[config.mk]
export PLATFORM = sky130hd
export DESIGN_NAME = sme_multiseg
export DESIGN_NICKNAME = d
export VERILOG_FILES = /design/src/rtl/sme_pkg.sv /design/src/rtl/sme_char_eq.sv /design/src/rtl/sme_multiseg.sv
export SDC_FILE = /design/constraint.sdc
export NUM_CORES = 1
export LEC_CHECK = 0
export BUFFER_PORTS_ARGS = -buffer_cell sky130_fd_sc_hd__buf_2
export CORE_MARGIN = 2
export CORE_UTILIZATION = 50
export DETAILED_ROUTE_END_ITERATION = 6
export PLACE_DENSITY = 0.61
export SLEW_MARGIN = 20
export SYNTH_ARGS = -nofsm -noshare
export SYNTH_HDL_FRONTEND = slang
export SYNTH_SLANG_ARGS = --single-unit
export TNS_END_PERCENT = 30
[constraint.sdc]
create_clock -name clk -period 10.5 [get_ports clk]
set_input_delay 1.575 -clock clk [delete_from_list [all_inputs] [get_ports clk]]
set_output_delay 1.575 -clock clk [all_outputs]
set_load 0.01 [all_outputs]
[src/rtl/sme_pkg.sv]
// Shared constants, FSM state encoding and case-folding helper for the
// multi-segment string-matching engine.
package sme_pkg;

   localparam logic [7:0] SC_BEGIN = 8'h5E;
   localparam logic [7:0] SC_END   = 8'h24;
   localparam logic [7:0] SC_ANY   = 8'h2E;
   localparam logic [7:0] SC_STAR  = 8'h2A;
   localparam logic [7:0] SC_SPACE = 8'h20;

   typedef enum logic [2:0] {
      ST_IDLE,
      ST_LOAD_S,
      ST_LOAD_P,
      ST_SEG_INIT,
      ST_CMP,
      ST_DONE
   } state_t;

   function automatic logic [7:0] fold_case(input logic [7:0] c);
      logic [7:0] r;
      r = c;
      if (c >= 8'h41 && c <= 8'h5A) r = c | 8'h20;
      return r;
   endfunction

endpackage

[src/rtl/sme_char_eq.sv]
// Single pattern-char versus string-position comparator; at_end means the
// string position is one past the last stored char, so s_char is stale.
module sme_char_eq
   import sme_pkg::*;
(
   input  logic [7:0] s_char,
   input  logic [7:0] p_char,
   input  logic       at_start,
   input  logic       at_end,
   input  logic       nocase,
   output logic       eq
);

   always_comb begin
      eq = 1'b0;
      case (p_char)
         SC_ANY:   eq = !at_end;
         SC_BEGIN: eq = at_start || (!at_end && s_char == SC_SPACE);
         SC_END:   eq = at_end || s_char == SC_SPACE;
         default:  eq = !at_end && (nocase ? (fold_case(s_char) == fold_case(p_char))
                                           : (s_char == p_char));
      endcase
   end

endmodule

[src/rtl/sme_multiseg.sv]
// String-matching engine: stores a string and a pattern with '*', '^', '$', '.',
// then matches '*'-separated segments greedily, one char comparison per cycle.
//
// state    | meaning
// IDLE     | waiting for string or pattern chars
// LOAD_S   | storing string chars
// LOAD_P   | storing pattern chars
// SEG_INIT | locate bounds of next segment, or finish with a match
// CMP      | compare one pattern char against one string char
// DONE     | result strobe (valid) for one cycle
module sme_multiseg
   import sme_pkg::*;
#(
   parameter  int STR_MAX = 32,
   parameter  int PAT_MAX = 16,
   localparam int IW      = $clog2(STR_MAX)
) (
   input  logic          clk,
   input  logic          reset,
   input  logic [7:0]    chardata,
   input  logic          isstring,
   input  logic          ispattern,
   input  logic          nocase,
   output logic          valid,
   output logic          match,
   output logic [IW-1:0] match_index,
   output logic          busy
);

   localparam int SW  = $clog2(STR_MAX + 1);
   localparam int PW  = $clog2(PAT_MAX + 2);
   localparam int PIW = $clog2(PAT_MAX);

   state_t        state, state_nx;
   logic [7:0]    str_mem [STR_MAX];
   logic [7:0]    pat_mem [PAT_MAX];
   logic [SW-1:0] slen, cand, spos, base;
   logic [PW-1:0] plen, seg_lo, seg_hi, k, star_hi, pp;
   logic [IW-1:0] idx;
   logic          nocase_r, match_r;

   logic          str_first, str_we, pat_first, pat_we;
   logic [7:0]    s_char, p_char;
   logic          at_start, at_end, eq, final_dollar, hit, adv, caret_skip, seg_end;

   assign pp       = seg_lo + k;
   assign p_char   = pat_mem[pp[PIW-1:0]];
   assign s_char   = str_mem[spos[IW-1:0]];
   assign at_start = (spos == '0);
   assign at_end   = (spos >= slen);

   sme_char_eq u_char_eq (
      .s_char   (s_char),
      .p_char   (p_char),
      .at_start (at_start),
      .at_end   (at_end),
      .nocase   (nocase_r),
      .eq       (eq)
   );

   // A '$' closing the whole pattern only accepts the true string end.
   assign final_dollar = (pp == plen - PW'(1)) && (p_char == SC_END);
   assign hit          = eq && !(final_dollar && !at_end);
   assign adv          = !((p_char == SC_BEGIN && at_start) || (p_char == SC_END && at_end));
   assign caret_skip   = (p_char == SC_BEGIN) && adv;
   assign seg_end      = (pp + PW'(1) == seg_hi);

   always_comb begin
      star_hi = plen;
      for (int i = PAT_MAX - 1; i >= 0; i--)
         if (PW'(i) >= seg_lo && PW'(i) < plen && pat_mem[i] == SC_STAR) star_hi = PW'(i);
   end

   always_comb begin
      state_nx  = state;
      str_first = 1'b0;
      str_we    = 1'b0;
      pat_first = 1'b0;
      pat_we    = 1'b0;
      case (state)
         ST_IDLE, ST_DONE: begin
            str_first = isstring;
            pat_first = !isstring && ispattern;
            if (isstring)       state_nx = ST_LOAD_S;
            else if (ispattern) state_nx = ST_LOAD_P;
            else                state_nx = ST_IDLE;
         end
         ST_LOAD_S: begin
            str_we    = isstring && (slen < SW'(STR_MAX));
            pat_first = !isstring && ispattern;
            if (pat_first) state_nx = ST_LOAD_P;
         end
         ST_LOAD_P: begin
            pat_we = ispattern && (plen < PW'(PAT_MAX));
            if (!ispattern) state_nx = ST_SEG_INIT;
         end
         ST_SEG_INIT: begin
            if (seg_lo > plen)           state_nx = ST_DONE;
            else if (star_hi != seg_lo)  state_nx = ST_CMP;
         end
         ST_CMP: begin
            if (hit && seg_end)          state_nx = ST_SEG_INIT;
            else if (!hit && cand >= slen) state_nx = ST_DONE;
         end
         default: state_nx = ST_IDLE;
      endcase
   end

   always_ff @(posedge clk) begin
      if (str_first)   str_mem[0] <= chardata;
      else if (str_we) str_mem[slen[IW-1:0]] <= chardata;
      if (pat_first)   pat_mem[0] <= chardata;
      else if (pat_we) pat_mem[plen[PIW-1:0]] <= chardata;
   end

   always_ff @(posedge clk or posedge reset) begin
      if (reset) begin
         state    <= ST_IDLE;
         slen     <= '0;
         plen     <= '0;
         seg_lo   <= '0;
         seg_hi   <= '0;
         k        <= '0;
         cand     <= '0;
         spos     <= '0;
         base     <= '0;
         idx      <= '0;
         nocase_r <= 1'b0;
         match_r  <= 1'b0;
      end else begin
         state <= state_nx;
         if (str_first)   slen <= SW'(1);
         else if (str_we) slen <= slen + SW'(1);
         if (pat_first) begin
            plen     <= PW'(1);
            nocase_r <= nocase;
         end else if (pat_we) begin
            plen <= plen + PW'(1);
         end
         case (state)
            ST_LOAD_P: if (!ispattern) begin
               seg_lo  <= '0;
               base    <= '0;
               idx     <= '0;
               match_r <= 1'b0;
            end
            ST_SEG_INIT: begin
               if (seg_lo > plen) begin
                  match_r <= 1'b1;
               end else if (star_hi == seg_lo) begin
                  seg_lo <= star_hi + PW'(1);
               end else begin
                  seg_hi <= star_hi;
                  cand   <= base;
                  spos   <= base;
                  k      <= '0;
               end
            end
            ST_CMP: begin
               if (hit) begin
                  if (seg_lo == '0 && k == '0) idx <= IW'(cand + SW'(caret_skip));
                  if (seg_end) begin
                     base   <= spos + SW'(adv);
                     seg_lo <= seg_hi + PW'(1);
                  end else begin
                     k    <= k + PW'(1);
                     spos <= spos + SW'(adv);
                  end
               end else begin
                  cand <= cand + SW'(1);
                  spos <= cand + SW'(1);
                  k    <= '0;
               end
            end
            default: ;
         endcase
      end
   end

   assign valid       = (state == ST_DONE);
   assign match       = valid && match_r;
   assign match_index = (valid && match_r) ? idx : '0;
   assign busy        = (state == ST_SEG_INIT) || (state == ST_CMP) || (state == ST_DONE) ||
                        (state == ST_LOAD_P && !ispattern);

endmodule

==> results of run 1 <==
[flip-flops by register name, summed over array words and instances, names as in the netlist]
| signal | cells |
|---|---|
| plen | 5 |
| state | 3 |
| seg_hi | 5 |
| pat_mem | 128 |
| slen | 6 |
| nocase_r | 1 |
| match_r | 1 |
| idx | 5 |
| base | 6 |
| k | 5 |
| str_mem | 256 |
| spos | 6 |
| seg_lo | 5 |
| cand | 6 |
[power by group through the flow]
stage                     Sequential, mW  Clock (mW)  Combinational, mW
after detailed placement            2.16           0               1.45
after global placement              2.16           0               1.44
after global routing                2.14        1.79               1.59
after CTS                           2.12        1.72               1.46
after floorplan                     2.05           0               1.13
final                               2.12        1.70               1.47
[placed cells by master (no fill, tap or decap), types with 7 or more instances in the layout]
| master | instances |
|---|---|
| sky130_fd_sc_hd__nor3b_1 | 9 |
| sky130_fd_sc_hd__edfxtp_1 | 384 |
| sky130_fd_sc_hd__a21oi_1 | 32 |
| sky130_fd_sc_hd__nand4_1 | 16 |
| sky130_fd_sc_hd__a22o_1 | 9 |
| sky130_fd_sc_hd__a22oi_1 | 27 |
| sky130_fd_sc_hd__mux4_2 | 74 |
| sky130_fd_sc_hd__xor2_1 | 16 |
| sky130_fd_sc_hd__inv_1 | 24 |
| sky130_fd_sc_hd__a211oi_1 | 7 |
| sky130_fd_sc_hd__and2_1 | 12 |
| sky130_fd_sc_hd__clkbuf_1 | 8 |
| sky130_fd_sc_hd__and3_1 | 8 |
| sky130_fd_sc_hd__nand2b_1 | 15 |
| sky130_fd_sc_hd__dfrtp_1 | 52 |
| sky130_fd_sc_hd__nand2_1 | 59 |
| sky130_fd_sc_hd__nor2b_1 | 16 |
| sky130_fd_sc_hd__a31oi_1 | 10 |
| sky130_fd_sc_hd__nor4b_1 | 14 |
| sky130_fd_sc_hd__clkbuf_16 | 47 |
| sky130_fd_sc_hd__nor4_1 | 7 |
| sky130_fd_sc_hd__nor4bb_1 | 9 |
| sky130_fd_sc_hd__nor2_1 | 90 |
| sky130_fd_sc_hd__buf_2 | 20 |
| sky130_fd_sc_hd__a21o_1 | 8 |
| sky130_fd_sc_hd__ha_1 | 33 |
| sky130_fd_sc_hd__nor3_1 | 20 |
| sky130_fd_sc_hd__xnor2_1 | 31 |
| sky130_fd_sc_hd__clkinv_2 | 13 |
| sky130_fd_sc_hd__o21ai_0 | 42 |
| sky130_fd_sc_hd__nand3_1 | 49 |
| sky130_fd_sc_hd__mux2_2 | 28 |
| sky130_fd_sc_hd__mux2i_1 | 82 |
| sky130_fd_sc_hd__buf_4 | 18 |
[logic make-up after synthesis]
family / after synthesis / synth area share [%]
AO/OA/AOI/OAI: 207 / 7.11
XOR/XNOR: 48 / 2.15
adder cells (fa/ha/maj): 35 / 2.18
buffers and inverters: 93 / 2.22
flip-flops: 438 / 63.0
multiplexers: 185 / 13.8
AND/OR/NAND/NOR: 361 / 9.63
[worst max-delay path, delay by kind of cell, from the launching register on]
| kind | cells | cell delay [ns] |
|---|---|---|
| AND/OR/NAND/NOR | 2 | 0.96 |
| AO/OA/AOI/OAI | 6 | 1.86 |
| buffers and inverters | 1 | 0.85 |
| flip-flops | 1 | 0.71 |
| multiplexers | 3 | 1.29 |
[routing by layer]
layer / track usage, % / wire [µm] / vias to the layer above
met5: 0 / 0 / -
met4: 5.51 / 954 / 0
met3: 5.41 / 3720 / 68
met2: 36.4 / 22900 / 430
met1: 37.5 / 23700 / 6333
li1: - / - / 5462
[per-stage QoR]
step / cells / hold WS, ns / utilization (%) / cell area [µm²]
after detailed placement: 1873 / 0.473 / 51.7 / 21000
after CTS: 1960 / 0.487 / 55.6 / 22600
after floorplan: 1367 / 0.449 / - / 20500
final: 1961 / 0.486 / 55.6 / 22600
after global placement: 1873 / 0.463 / 51.7 / 21000
after global routing: 1960 / 0.509 / 55.6 / 22600
[layout make-up]
cell class / count / area, µm² / area share (%)
inverter: 29 / 109 / 0.481
antenna: 1 / 2.50 / 0.0111
clock buffer: 59 / 1260 / 5.58
timing repair buffer: 38 / 235 / 1.04
tap: 532 / 666 / 2.94
sequential: 438 / 12900 / 57.0
clock inverter: 28 / 313 / 1.38
multi-input combinational: 836 / 7150 / 31.6
[how the worst max path moves through the flow]
| stage | start | end | slack, ns | depth (start not counted) |
|---|---|---|---|---|
| 2_1_floorplan | k[0] | state[0] | 6.23 | 15 |
| 3_3_place_gp | spos[2] | spos[5] | 4.77 | 12 |
| 3_5_place_dp | spos[2] | spos[5] | 4.63 | 12 |
| 4_1_cts | spos[2] | spos[5] | 4.63 | 12 |
| 5_1_grt | spos[2] | state[0] | 4.38 | 12 |
| 6_report | spos[2] | state[0] | 4.64 | 12 |
==> metrics.md, run 1 <==
| Metric | Value |
|---|---|
| Nets@finish | approximately 1400 |
| Core ar. | 40600 µm² |
| Ports | 21 |
| Number of H-tree branching levels | 2 |
| Required time of the critical path | 10.97 ns |
| Worst r2r src | spos[2] |
| Final weighted congestion in routability-driven placement | between 0.8 and 0.9 |
| Y dimension of the die | between 200 and 250 µm |
| Result of the run | finished clean |
| Category of the most critical setup path | flop to flop |
| Input/output buffers | 20 |
| Post-synthesis sequential area ratio | a little over three fifths |
| Worst Hold Path Cells | 1 |
| Net switching power | 1.72 mW |
| RSZ-0062 raised after global routing | false |
| Transition time at the pin with the least slew margin | roughly 1.1 ns |
| Internal portion of total power | 3.58 mW |
| Switching part of the total | about 32% |
| Combinational fraction of design power | between 20% and 30% |
| Inserted Clock Buffers | 47 |
| Largest net degree at the start of global routing | a little under 60 |
| Final count of hold timing violations | 0 |
| Final-report max-slew violation count | 0 |
| Number of post-CTS setup repair buffers | 0 |
| Kind of launch point of the worst setup path | flop |
| First-pass GRT wire length | a little under 80000 µm |
| Starting density of the core | about half |
| Total global-route track usage | about a quarter |
| FMAX | 0.171 GHz |
| Number of synthesized flops with an enable pin | between 300 and 400 |
| Leakage power of the design | 7.61 nW |
| Die area | around 43000 µm² |
| Delay of the slowest cell on the worst path | 0.85 ns |
| Worst-case vdd ir drop | between 0.00015 and 0.0002 V |
| Overall routed net length | roughly 51000 µm |
| Sequential group share of total power | 40.1% |
| Vias | 12293 |
| Count of mapped cells out of synthesis | 1367 |
| Worst clock skew | between 0.015 and 0.02 ns |
| P&R area growth vs syn | 10.6% |
| Fin worst setup slack | about 4.6 ns |
| Predominant post-synthesis flop cell | sky130_fd_sc_hd__edfxtp_1 |
| Endpoint class of the critical path | flop |
| Clk Latency, worst-skew pair | 0.58 ns |
| Setup Viol. Count Final | 0 |
| Fill cells | roughly 3200 |
| CP Cell Sequence | buf_4, mux4_2, mux2_2, a311oi_1, a2111oi_0, nor4b_2, o41ai_2, a2111o_1, a31oi_2, or2_1, mux2_1, a222oi_1 |
| Share of Yosys cell area claimed by the top area cell type | a little under three fifths |
| First-pass iteration count of the detailed router | 5 |
| Number of max-cap violations | 0 |
| Clock tree sinks | 438 |
| Share of post-route cells with drive strength above 1 | about 17% |
| Final min period | 5.86 ns |
| Most numerous cell types in the synthesized netlist | sky130_fd_sc_hd__edfxtp_1 (384), sky130_fd_sc_hd__nor2_1 (90), sky130_fd_sc_hd__mux2i_1 (82), sky130_fd_sc_hd__mux4_2 (74), sky130_fd_sc_hd__nand2_1 (59) |
| Post-synthesis cell area | around 20000 µm² |
| Cell at the slowest stage of the critical path | sky130_fd_sc_hd__buf_4 |
| Post-route DRC violation count | 0 |
| Count of different cell masters after synthesis | 86 |
| Part of the total power dissipated in the clock network | approximately a third |
| Yosys warning total | 0 |
| Routed wire per std cell | between 20 and 30 µm |
| Global-route congestion overflow total | 0 |
| # resized after CTS | 0 |
| Setup Total Neg Slack | 0 ns |
| Endpoint arrival time on the critical path | about 6.3 ns |
| Pwr dens | 234 nW/µm² |
| Clock tree root buffer cell | sky130_fd_sc_hd__clkbuf_16 |
| Antenna viol nets, final | 0 |
| Clock slew at the register clock pins of the worst setup and hold paths | around 0.06 ns |
| Library cell with the highest instance count after synthesis | sky130_fd_sc_hd__edfxtp_1 |
| PnR Total Power | between 5 and 6 mW |
| Post-route clock period utilization | between 50 and 60% |
| Register bit count reported by yosys | around 440 |
| Worst-case reg-to-reg path depth | 12 |
| Proportion of synthesized flip-flops having asynchronous set or reset | around 12% |
| Hold_buf cts | 0 |
| Antenna violations before repair | 0 |
| Critical Path Fanout Max | 58 |
| Placement Rows | 74 |
| Worst Hold Launch | base[5] |
| Via density per instance | 6.27 |
| Worst Hold Class | flop to flop |
| Vias in the first global route | about 12000 |
| Worst setup slack for register-to-register paths | 4.64 ns |
| Minimum setup slack after placement | ~4.6 ns |
| First DRT Iteration DRCs | between 1000 and 1500 |
| Total half-perimeter wirelength after legalization and detailed placement | between 30000 and 40000 µm |
| Dominant cell type by area after synthesis | sky130_fd_sc_hd__edfxtp_1 |
| Die boundary width | a little over 200 µm |
| Post-Synthesis Mean Instance Area | 15.0 µm² |
| Destination of the worst hold path | base[5] |
| Maximum buffer depth of the clock tree | 3 |
| RR Endpoint | state[0] |
| Syn_nets | approximately 1400 |
| Max_slew headroom | approximately 25% |
| Dominant cells by area after synthesis | sky130_fd_sc_hd__edfxtp_1 (56%), sky130_fd_sc_hd__mux4_2 (8.1%), sky130_fd_sc_hd__dfrtp_1 (6.6%) |
| TritonCTS clock tree | yes |
Note: power is estimated with default switching activity, not from simulation.
==> run 2: changes to the inputs <==
==> constraint.sdc (replaced) <==
create_clock -name clk -period 5.8 [get_ports clk]
set_input_delay 0.87 -clock clk [delete_from_list [all_inputs] [get_ports clk]]
set_output_delay 0.87 -clock clk [all_outputs]
set_load 0.01 [all_outputs]
==> run 2 against run 1 <==
Non-clock buffer count rose by 16. Total power rose by 80%. Clock power rose by 72%.
==> metrics.md, run 2 (synthesis gave the netlist of run 1 again) <==
| Metric | Value |
|---|---|
| Result of the run | finished clean (unchanged) |
| First DRT Iteration DRCs | 1340 (was 1273) |
| Clk Latency, worst-skew pair | 0.60 ns (was 0.58 ns) |
| Nets@finish | 1454 (was 1438) |
| # resized after CTS | 0 (unchanged) |
| Hold_buf cts | 0 (unchanged) |
| Die area | 42600 µm² (unchanged) |
| Max_slew headroom | 27.4% (was 25.0%) |
| Most common library cell in the layout ignoring fill and taps | sky130_fd_sc_hd__edfxtp_1 (unchanged) |
| Category of the most critical setup path | flop to flop (unchanged) |
| Endpoint arrival time on the critical path | 5.65 ns (was 6.33 ns) |
| Y dimension of the die | 206 µm (unchanged) |
| Post-route DRC violation count | 0 (unchanged) |
| Via density per instance | 6.28 (was 6.27) |
| Final min period | 5.17 ns (was 5.86 ns) |
| Transition time at the pin with the least slew margin | 1.09 ns (was 1.12 ns) |
| Pwr dens | 419 nW/µm² (was 234 nW/µm²) |
| Critical Path Fanout Max | 19 (was 58) |
| RSZ-0062 raised after global routing | false (unchanged) |
| Largest net degree at the start of global routing | 55 (was 59) |
| Setup Total Neg Slack | 0 ns (unchanged) |
| Clock slew at the register clock pins of the worst setup and hold paths | 0.06 ns (about the same) |
| Post-route worst hold slack | 0.450 ns (was 0.486 ns) |
| First-pass GRT wire length | 78100 µm (was 76900 µm) |
| Register name with the most flops | str_mem (unchanged) |
| Final-report max-slew violation count | 0 (unchanged) |
| Max reg flops | 256 (unchanged) |
| Vias in the first global route | 12005 (was 11968) |
| Core ar. | 40600 µm² (unchanged) |
| Share of post-route cells with drive strength above 1 | 17.7% (was 17.4%) |
| Overall routed net length | 51800 µm (was 51300 µm) |
| Final count of hold timing violations | 0 (unchanged) |
| Clock tree sinks | 438 (unchanged) |
| Antenna violations before repair | 0 (unchanged) |
| FMAX | 0.193 GHz (was 0.171 GHz) |
| Required time of the critical path | 6.29 ns (was 10.97 ns) |
| Placement Rows | 74 (unchanged) |
| Final antenna diode count | 0 (was 1) |
| Total global-route track usage | 25.0% (was 24.6%) |
| Vias | 12386 (was 12293) |
| Clock tree root buffer cell | sky130_fd_sc_hd__clkbuf_16 (unchanged) |
| Number of max-cap violations | 0 (unchanged) |
| Ports | 21 (unchanged) |
| First-pass iteration count of the detailed router | 5 (unchanged) |
| Worst-case vdd ir drop | 0.000307 V (was 0.000168 V) |
| Instance area at placement | 21200 µm² (was 21000 µm²) |
| Worst clock skew | 0.0301 ns (was 0.0169 ns) |
| Maximum buffer depth of the clock tree | 3 (unchanged) |
| Kind of launch point of the worst setup path | flop (unchanged) |
| PnR Total Power | 9.51 mW (was 5.29 mW) |
| Inserted Clock Buffers | 47 (unchanged) |
| Endpoint class of the critical path | flop (unchanged) |
| TritonCTS clock tree | yes (unchanged) |
| Routed wire per std cell | 26.2 µm (was 26.1 µm) |
| Fin area | 22700 µm² (was 22600 µm²) |
| Input/output buffers | 20 (unchanged) |
| Antenna viol nets, final | 0 (unchanged) |
| Final weighted congestion in routability-driven placement | 0.895 (was 0.870) |
| Number of H-tree branching levels | 2 (unchanged) |
| Registers with the most flip-flops | str_mem (256), pat_mem (128) (unchanged) |
| Inst Count DP | 1889 (was 1873) |
| Global-route congestion overflow total | 0 (unchanged) |
| Setup Viol. Count Final | 0 (unchanged) |
| Post-route clock period utilization | 89.1% (was 55.8%) |
| Worst setup slack for register-to-register paths | 0.63 ns (was 4.64 ns) |
| Post-route non-filler standard cell count | 1973 (was 1961) |
| Worst Hold Class | input pin to asynchronous set/reset pin (was flop to flop) |
| P&R area growth vs syn | 10.9% (was 10.6%) |
| Leakage power of the design | 7.65 nW (was 7.61 nW) |
| Leading cell types in the layout, fill and taps excluded | sky130_fd_sc_hd__edfxtp_1 (384), sky130_fd_sc_hd__nor2_1 (89), sky130_fd_sc_hd__mux2i_1 (82) (was sky130_fd_sc_hd__edfxtp_1 (384), sky130_fd_sc_hd__nor2_1 (90), sky130_fd_sc_hd__mux2i_1 (82)) |
| Die boundary width | 206 µm (unchanged) |
| Number of post-CTS setup repair buffers | 0 (unchanged) |
| Total half-perimeter wirelength after legalization and detailed placement | 34700 µm (was 33400 µm) |
| Starting density of the core | 50.3% (unchanged) |
[run 2: layout make-up]
type	count	area [µm²]
clock buffers	56	1210
clock inverters	28	278
fillers	3243	18000
inverters	29	109
multi-input cells	836	7140
flip-flops and latches	438	12900
well taps	532	666
repair buffers	54	395
[run 2: power breakdown]
| group | switching (mW) | leakage [nW] | internal, mW |
|---|---|---|---|
| logic | 1.58 | 2.75 | 1.15 |
| clock network | 1.24 | 0.726 | 1.68 |
| registers | 0.291 | 4.17 | 3.57 |
[run 2: final timing paths]
check,start,end,cells after the start
max in group asynchronous,reset,spos[2],3
min in group clk,base[5],base[5],1
worst min register to register,base[5],base[5],1
worst min-delay path,reset,idx[2],3
worst max register to register,k[0],state[0],12
worst max-delay path,k[0],state[0],12
[run 2: worst max-delay path: stages, from the launching register on]
cell and delay [ns]:
sky130_fd_sc_hd__dfrtp_1 0.42, sky130_fd_sc_hd__ha_2 0.20, sky130_fd_sc_hd__fa_1 0.50, sky130_fd_sc_hd__xnor2_4 0.72, sky130_fd_sc_hd__mux2i_1 0.26, sky130_fd_sc_hd__mux2_2 0.38
sky130_fd_sc_hd__or4b_4 0.51, sky130_fd_sc_hd__nor3_2 0.37, sky130_fd_sc_hd__nor2_1 0.09, sky130_fd_sc_hd__o31ai_2 0.51, sky130_fd_sc_hd__or2_1 0.36, sky130_fd_sc_hd__mux2_1 0.37
sky130_fd_sc_hd__a222oi_1 0.34
[run 2: layer usage]
metal  wire, µm  GRT usage, %
met1      24300          38.6
met2      23400          37.9
met3       3260          3.60
met4        788          4.92
met5          0             0
[run 2: per-stage QoR]
step	utilization (%)	worst slack [ns]
floorplan	-	1.53
finish	55.8	0.632
global route	55.8	0.368
global placement	52.1	0.556
CTS	55.8	0.427
detailed placement	52.1	0.460
